===== src/rtl/mdu_pkg.sv =====
// Shared definitions for the multiply/divide unit. The control unit imports the
// same op encodings.
package mdu_pkg;

    typedef enum logic [1:0] {
        MDU_MULT  = 2'd0,
        MDU_MULTU = 2'd1,
        MDU_DIV   = 2'd2,
        MDU_DIVU  = 2'd3
    } mdu_op_e;

    typedef enum logic [1:0] {
        IDLE = 2'd0,
        RUN  = 2'd1,
        FIX  = 2'd2
    } mdu_state_t;

    function automatic logic op_is_div(input logic [1:0] op);
        return op[1];
    endfunction

    function automatic logic op_is_signed(input logic [1:0] op);
        return ~op[0];
    endfunction

endpackage


===== src/rtl/mdu_cond_neg.sv =====
// Conditional two's-complement negate; used for operand magnitudes and for the
// final sign correction of products, quotients and remainders.
module mdu_cond_neg #(
    parameter int unsigned W = 32
) (
    input  logic         neg_i,
    input  logic [W-1:0] val_i,
    output logic [W-1:0] res_o
);

    assign res_o = neg_i ? -val_i : val_i;

endmodule


===== src/rtl/mult_div_unit.sv =====
// Multicycle MULT/MULTU/DIV/DIVU unit: one bit per cycle over a shared
// 2*WIDTH accumulator, sign fix in a final cycle, results held in HI/LO.
module mult_div_unit
    import mdu_pkg::*;
#(
    parameter int unsigned WIDTH = 32
) (
    input  logic             clk,
    input  logic             reset,
    input  logic             start,
    input  logic [1:0]       op,
    input  logic [WIDTH-1:0] a,
    input  logic [WIDTH-1:0] b,
    output logic             busy,
    output logic             done,
    output logic             div_zero,
    output logic [WIDTH-1:0] hi,
    output logic [WIDTH-1:0] lo
);

    localparam int unsigned CW = $clog2(WIDTH + 1);

    mdu_state_t         state_q, state_d;
    logic [CW-1:0]      cnt_q, cnt_d;
    mdu_op_e            op_q, op_d;
    logic [WIDTH-1:0]   mb_q, mb_d;
    logic [2*WIDTH-1:0] acc_q, acc_d;
    logic               neg_res_q, neg_res_d;
    logic               neg_rem_q, neg_rem_d;
    logic               zero_q, zero_d;
    logic [WIDTH-1:0]   hi_q, hi_d, lo_q, lo_d;
    logic               done_q, done_d;
    logic               dz_q, dz_d;

    logic               sgn_in;
    logic [WIDTH-1:0]   mag_a, mag_b;
    logic [2*WIDTH-1:0] prod_fix;
    logic [WIDTH-1:0]   quot_fix, rem_fix;
    logic [WIDTH:0]     add_sum, rem_sh, diff;

    assign sgn_in = op_is_signed(op);

    mdu_cond_neg #(.W(WIDTH)) u_neg_a (
        .neg_i(sgn_in & a[WIDTH-1]), .val_i(a), .res_o(mag_a)
    );
    mdu_cond_neg #(.W(WIDTH)) u_neg_b (
        .neg_i(sgn_in & b[WIDTH-1]), .val_i(b), .res_o(mag_b)
    );
    mdu_cond_neg #(.W(2*WIDTH)) u_neg_prod (
        .neg_i(neg_res_q), .val_i(acc_q), .res_o(prod_fix)
    );
    mdu_cond_neg #(.W(WIDTH)) u_neg_quot (
        .neg_i(neg_res_q), .val_i(acc_q[WIDTH-1:0]), .res_o(quot_fix)
    );
    mdu_cond_neg #(.W(WIDTH)) u_neg_rem (
        .neg_i(neg_rem_q), .val_i(acc_q[2*WIDTH-1:WIDTH]), .res_o(rem_fix)
    );

    // Multiply: accumulator is {partial product, multiplier}, shifted right.
    // Divide: accumulator is {remainder, quotient}, shifted left.
    assign add_sum = {1'b0, acc_q[2*WIDTH-1:WIDTH]} + (acc_q[0] ? {1'b0, mb_q} : '0);
    assign rem_sh  = acc_q[2*WIDTH-1:WIDTH-1];
    assign diff    = rem_sh - {1'b0, mb_q};

    always_comb begin
        state_d   = state_q;
        cnt_d     = cnt_q;
        op_d      = op_q;
        mb_d      = mb_q;
        acc_d     = acc_q;
        neg_res_d = neg_res_q;
        neg_rem_d = neg_rem_q;
        zero_d    = zero_q;
        hi_d      = hi_q;
        lo_d      = lo_q;
        done_d    = 1'b0;
        dz_d      = 1'b0;
        unique case (state_q)
            IDLE: begin
                if (start) begin
                    op_d      = mdu_op_e'(op);
                    cnt_d     = '0;
                    neg_res_d = sgn_in & (a[WIDTH-1] ^ b[WIDTH-1]);
                    neg_rem_d = sgn_in & a[WIDTH-1];
                    zero_d    = op_is_div(op) && (b == '0);
                    if (op_is_div(op)) begin
                        mb_d  = mag_b;
                        acc_d = {{WIDTH{1'b0}}, mag_a};
                    end else begin
                        mb_d  = mag_a;
                        acc_d = {{WIDTH{1'b0}}, mag_b};
                    end
                    state_d = (op_is_div(op) && (b == '0)) ? FIX : RUN;
                end
            end
            RUN: begin
                cnt_d = cnt_q + CW'(1);
                if (op_is_div(op_q)) begin
                    acc_d = {(diff[WIDTH] ? rem_sh[WIDTH-1:0] : diff[WIDTH-1:0]),
                             acc_q[WIDTH-2:0], ~diff[WIDTH]};
                end else begin
                    acc_d = {add_sum, acc_q[WIDTH-1:1]};
                end
                if (cnt_q == CW'(WIDTH - 1)) begin
                    state_d = FIX;
                end
            end
            FIX: begin
                state_d = IDLE;
                done_d  = 1'b1;
                if (zero_q) begin
                    dz_d = 1'b1;
                end else if (op_is_div(op_q)) begin
                    hi_d = rem_fix;
                    lo_d = quot_fix;
                end else begin
                    {hi_d, lo_d} = prod_fix;
                end
            end
            default: state_d = IDLE;
        endcase
    end

    always_ff @(posedge clk) begin
        if (reset) begin
            state_q   <= IDLE;
            cnt_q     <= '0;
            op_q      <= MDU_MULT;
            mb_q      <= '0;
            acc_q     <= '0;
            neg_res_q <= 1'b0;
            neg_rem_q <= 1'b0;
            zero_q    <= 1'b0;
            hi_q      <= '0;
            lo_q      <= '0;
            done_q    <= 1'b0;
            dz_q      <= 1'b0;
        end else begin
            state_q   <= state_d;
            cnt_q     <= cnt_d;
            op_q      <= op_d;
            mb_q      <= mb_d;
            acc_q     <= acc_d;
            neg_res_q <= neg_res_d;
            neg_rem_q <= neg_rem_d;
            zero_q    <= zero_d;
            hi_q      <= hi_d;
            lo_q      <= lo_d;
            done_q    <= done_d;
            dz_q      <= dz_d;
        end
    end

    assign busy     = (state_q != IDLE);
    assign done     = done_q;
    assign div_zero = dz_q;
    assign hi       = hi_q;
    assign lo       = lo_q;

endmodule


===== config.mk =====
export PLATFORM = sky130hd
export DESIGN_NAME = mult_div_unit
export DESIGN_NICKNAME = d
export VERILOG_FILES = /design/src/rtl/mdu_pkg.sv /design/src/rtl/mdu_cond_neg.sv /design/src/rtl/mult_div_unit.sv
export SDC_FILE = /design/constraint.sdc
export NUM_CORES = 1
export LEC_CHECK = 0
export ABC_AREA = 1
export CAP_MARGIN = 20
export CORE_ASPECT_RATIO = 1.1
export CORE_MARGIN = 4
export CORE_UTILIZATION = 30
export DETAILED_ROUTE_END_ITERATION = 16
export GPL_TIMING_DRIVEN = 0
export HOLD_SLACK_MARGIN = 0.03
export PLACE_DENSITY = 0.47
export SLEW_MARGIN = 20
export SYNTH_ARGS = -nofsm -noshare
export SYNTH_HDL_FRONTEND = slang
export SYNTH_SLANG_ARGS = --single-unit

===== constraint.sdc =====
create_clock -name clk -period 5.27 [get_ports clk]
set_clock_uncertainty 0.05 [all_clocks]
set_input_delay 1.054 -clock clk [delete_from_list [all_inputs] [get_ports clk]]
set_output_delay 1.054 -clock clk [all_outputs]
set_load 0.03 [all_outputs]

### After elaboration in Yosys (flattened, before gate mapping)

Cells that the tools add are included.

| operators by class | value |
|---|---|
| muxes and demuxes | 22 |
| bitwise gates (word level) | 8 |
| add/sub/neg operators | 8 |
| equality and inequality tests | 5 |
| reductions and logical operators | 10 |

Operators by type and width:

| operator | number |
|---|---|
| 2-to-1 mux 32 bit | 10 |
| 2-to-1 mux 64 bit | 3 |
| negation 32 bit | 4 |
| case mux 64 bit (2 select lines) | 1 |
| negation 64 bit | 1 |
| adder 32 x 32 -> 33 bit | 1 |
| subtractor 33 x 32 -> 33 bit | 1 |
| zero test 32 bit | 1 |
| case mux 6 bit (2 select lines) | 1 |
| AND reduction 2 bit | 4 |
| adder 6 x 1 -> 6 bit (second input constant) | 1 |
| == test 6 x 5 -> 1 bit (second input constant) | 1 |
| 2-to-1 mux 2 bit | 3 |
| 2-to-1 mux 6 bit | 1 |
| != test 2 bit (second input constant) | 2 |
| NOT 1 bit | 4 |
| case mux 2 bit (2 select lines) | 1 |
| nonzero test 2 bit | 2 |
| bitwise AND 1 bit | 3 |
| == test 2 x 1 -> 1 bit (second input constant) | 1 |
| == test 2 bit (second input constant) | 1 |
| zero test 2 bit | 1 |
| 2-to-1 mux 1 bit | 2 |
| OR reduction 2 bit | 1 |
| other kinds (2) | 2 |

| word-level totals | value |
|---|---|
| output and inout port bits | 67 |
| word-level logic and storage cells | 65 |
| register bits after elaboration | 175 |
| input bits | 69 |

### Longest topological paths before layout

| depth | value |
|---|---|
| depth after elaboration | 6 |
| gate-level depth with buffers | 19 |

### By module

From an unflattened synthesis, not the netlist that was laid out.

| second synthesis, totals | value |
|---|---|
| cells, all modules | 3728 |
| area, all modules | 20362.0 sq um |

By module, submodules not included:

| module | cells each | area an instance (sq um) | instances |
|---|---|---|---|
| mult_div_unit | 2330 | 13741.9 | 1 |
| mdu_cond_neg at u_neg_a ... | 225 | 1052.3 | 4 |
| mdu_cond_neg at u_neg_prod | 498 | 2411.1 | 1 |

### Least setup slack after synthesis

Ideal clock, no wire load.

| timing | value |
|---|---|
| path type | in2reg |
| from | in b[0] |
| to | reg state_q[0] |
| stages on the path | 10 |
| slack | 2.724 ns |
| data arrival time | 2.368 ns |
| library setup time | 0.128 ns |
| buffers on the path | 0 |
| cells stage by stage | inv_1 ha_1 nand4_1 nor2_1 nand4_1 or3_1 inv_1 nor2_1 nor2_1 nor2_1 |

| between the ends | value |
|---|---|
| word-level cells in the longest chain between the ends | 5 |

Ends and longest elaborated chain:

| item | line | text |
|---|---|---|
| from (decl) | mult_div_unit.sv:13 | `input logic [WIDTH-1:0] b,` |
| zero test 32 bit | mult_div_unit.sv:93 | `state_d = (op_is_div(op) && (b == '0)) ? FIX : RUN;` |
| logical AND 1 bit | mult_div_unit.sv:93 |  |
| 2-to-1 mux 2 bit | mult_div_unit.sv:93 |  |
| 2-to-1 mux 2 bit | mult_div_unit.sv:80 | `if (start) begin` |
| case mux 2 bit (2 select lines) | mult_div_unit.sv:78 | `unique case (state_q)` |
| to (signal assigned) | mult_div_unit.sv:139 | `state_q <= state_d;` |
| to (decl) | mult_div_unit.sv:23 | `mdu_state_t state_q, state_d;` |

No other way between the ends. The select of a mux whose other input is x is not followed.
A chain may end at the register's enable or synchronous reset.

### Final worst setup path

| timing | value |
|---|---|
| from | reg acc_q[0] |
| to | reg acc_q[60] |

| between the ends | value |
|---|---|
| word-level cells in the longest chain between the ends | 4 |

Ends and longest elaborated chain:

| item | line | text |
|---|---|---|
| from (decl) | mult_div_unit.sv:27 | `logic [2*WIDTH-1:0] acc_q, acc_d;` |
| from (signal assigned) | mult_div_unit.sv:130 | `acc_q <= '0;` |
| from (signal assigned) | mult_div_unit.sv:143 | `acc_q <= acc_d;` |
| 2-to-1 mux 32 bit | mult_div_unit.sv:61 | `assign add_sum = {1'b0, acc_q[2*WIDTH-1:WIDTH]} + (acc_q[0] ? {1'b0, mb_q} : '0);` |
| adder 32 x 32 -> 33 bit | mult_div_unit.sv:61 |  |
| 2-to-1 mux 64 bit | mult_div_unit.sv:98 | `if (op_is_div(op_q)) begin` |
| case mux 64 bit (2 select lines) | mult_div_unit.sv:78 |  |

No other way between the ends.

==> out/metrics.csv <==
metric,value,unit
critPathArrivalTime,3990,ps
yosysTopAreaCellShare,0.2016,
std_cell_rows,92,
cp_common_cell,nand2_1,
ir_worst_vdd,0.0002594,V
finalPower,5.428,mW
grt_max_degree,19,
synth.avg_cell_area,5.562,sq um
synth-async-reset-ratio,0,
critPathMaxStageDelay,450,ps
layout-drive-gt1-share,0.02634,
path_delay_family,simple AND/OR/NAND/NOR gates,
die_w,238.0,um
firstDrtPassIters,5,
fmax,268.9,MHz
insertion_delay,500,ps
core_area,57440,sq um
seq_area_frac_synth,0.1996,
tns,0,ps
critPathRequiredTime,5540,ps
grt.met2_usage,0.4667,
synth_common_cells,"nand2_1 (937), inv_1 (482), nor2_1 (295)",
synth_area_leaders,"nand2_1 (20%), dfxtp_1 (20%), inv_1 (10%)",
routed_via_density,5.222,
vias,21180,
cap_violations,0,
yosys.area.top_type,nand2_1,
ctsHoldBuffers,0,
leakage,9.886,nW
clockBufferDepth,2,
gp_congestion,1.009,
use_met3,0.03802,
synth-seq-cells,174,
r2r_start,acc_q[0]$_SDFFE_PP0P_,
clkTransAtPathRegs,80,ps
cellPowerDensity,267.1,nW/um^2
ys_warn_count,0,
syn_nets,3277,
endpoint_kind,register,
fin_nets,3430,
antenna_left,0,
die_h,260.9,um
cp-start-kind,register,
grt_pass1_wl,131600,um
cts.sinks,174,
grtUsageTotal,0.2848,
min_from,lo[19]$_SDFFE_PP0P_,
wl,90480,um
hold_class,reg -> reg,
antenna_cells,0,
slew-limit-headroom,0.2454,
status,"complete, no violations",
reg2reg_depth,15,
drc,0,
wl_per_cell,22.31,um
ioPinCount,136,
grt_use_met1,0.3879,
path_class,reg -> reg,
synthToLayoutAreaGrowth,16.47,%
holdPathStages,2,
grt_overflow,0,
grt_setup_unrepaired,no,
finalSetupViolCount,0,
rrSetupSlack,1550,ps
busiest_layer,met2,
cp_num_buf_inv,3,
post_cts_resized,0,
postSynthCellCount,3137,
grt_pass1_vias,20030,
start_util,0.3038,
fin_crit_sh,0.7056,
worst_pin_slew,1132,ps
hold-path-endpoint,lo[19]$_SDFFE_PP0P_,
slew_violations,0,
post-route-min-period,3719,ps
yosysMostFrequentCell,nand2_1,
portBuffers,134,
die_area,62090,sq um
critPathMaxFanout,10,
netlist_area,17450,sq um
cts_tree,built,
drtIter0Drc,1796,
slowest_stage,a21oi_1,
htreeDepth,4,
cp_cell_sequence,"buf_2, clkbuf_1, nand2_1, inv_1, ha_1, a21oi_1, o21ai_0, nor2_1, o21ai_0, nand2_1, nand2_1, nand2_1, nand3_1, nand3_1, a21oi_1",
synth_edf_count,0,
cts_inserted_buffers,17,
antenna_found_initial,1,
cts_setup_buffers,0,
finalHoldViolations,0,
cts-root-buf,clkbuf_16,
place_hpwl,76350,um
yosysUniqueCellTypes,50,
r2r_end,acc_q[60]$_SDFFE_PP0P_,
synth-main-ff-cell,dfxtp_1,
-- layer usage --
metal	wire length, um	share of wire	vias to the layer above
li1	-	-	10370
met1	41030	0.45	9900
met2	41200	0.46	806
met3	5329	0.059	99
met4	2906	0.032	2
met5	12	0.00013	-
-- tightest hold or removal path, delay by kind of cell (launching register included) --
family	cells	cell delay (ps)
AO/OA/AOI/OAI	1	90
flip-flops	1	330
buffers and inverters	1	50
-- how the worst max path moves through the flow --
stage	to	startpoint	slack [ps]	cells past startpoint
floorplan	state_q[0]$_SDFFE_PP0P_	b[0]	2720	10
global placement	acc_q[24]$_SDFFE_PP0P_	b[0]	1290	11
detailed placement	acc_q[24]$_SDFFE_PP0P_	b[0]	1370	11
CTS	acc_q[58]$_SDFFE_PP0P_	acc_q[0]$_SDFFE_PP0P_	1530	18
global route	acc_q[58]$_SDFFE_PP0P_	acc_q[0]$_SDFFE_PP0P_	1160	18
finish	acc_q[60]$_SDFFE_PP0P_	acc_q[0]$_SDFFE_PP0P_	1550	15
-- flip-flops by register name, summed over array words and instances (netlist names) --
name / flops
acc_q: 64
hi: 32
lo: 32
mb_q: 32
cnt_q: 6
state_q: 2
div_zero: 1
done: 1
neg_rem_q: 1
neg_res_q: 1
op_q: 1
zero_q: 1
-- stage by stage --
| step | util | worst slack [ps] | hold slack (ps) | instance area [sq um] | cells |
|---|---|---|---|---|---|
| 2_1_floorplan | - | 2724 | 398.1 | 17450 | 3137 |
| 3_3_place_gp | 0.3435 | 1293 | 413.8 | 19730 | 4023 |
| 3_5_place_dp | 0.3435 | 1369 | 423.0 | 19730 | 4023 |
| 4_1_cts | 0.3537 | 1529 | 437.0 | 20320 | 4055 |
| 5_1_grt | 0.3538 | 1160 | 478.6 | 20320 | 4055 |
| 6_report | 0.3538 | 1551 | 453.9 | 20320 | 4055 |
-- cells in the final DEF (no fill, tap or decap), types with 8 or more instances in the layout --
master and instances:
a21oi_1 220, a31oi_1 23, buf_1 19, buf_2 14, clkbuf_1 81, clkbuf_16 17, clkdlybuf4s50_1 134, dfxtp_1 174
ha_1 69, inv_1 482, nand2_1 937, nand3_1 265, nand3b_1 15, nand4_1 26, nor2_1 295, nor2_2 8
nor3_1 37, nor4_1 9, o211ai_1 30, o21a_1 22, o21ai_0 209, o21bai_1 8, o221ai_1 15, or2_2 11
xnor2_1 11, xor2_1 87
-- power breakdown --
part           internal, mW  switching (mW)
combinational         0.747            1.80
clock                 0.655           0.673
sequential             1.41           0.147
-- cell families after synthesis --
kind of cell	count (synthesis)	synth area share
AO/OA/AOI/OAI	559	0.1782
buffers and inverters	610	0.1344
AND/OR/NAND/NOR	1625	0.3869
flip-flops	174	0.1996
XOR/XNOR	98	0.04919
adder cells (fa/ha/maj)	71	0.05177
-- area by class of cell --
class                   count  area [sq um]
flip-flops and latches    174          3483
plain buffers             119         501.7
multi-input cells        2353         11630
well taps                 752         940.9
clock buffers              19         452.9
repair buffers            134          1341
clock inverters            13         132.6
fillers                  6606         37120
inverters                 491          1843
Note: power is estimated with default switching activity, not from simulation.
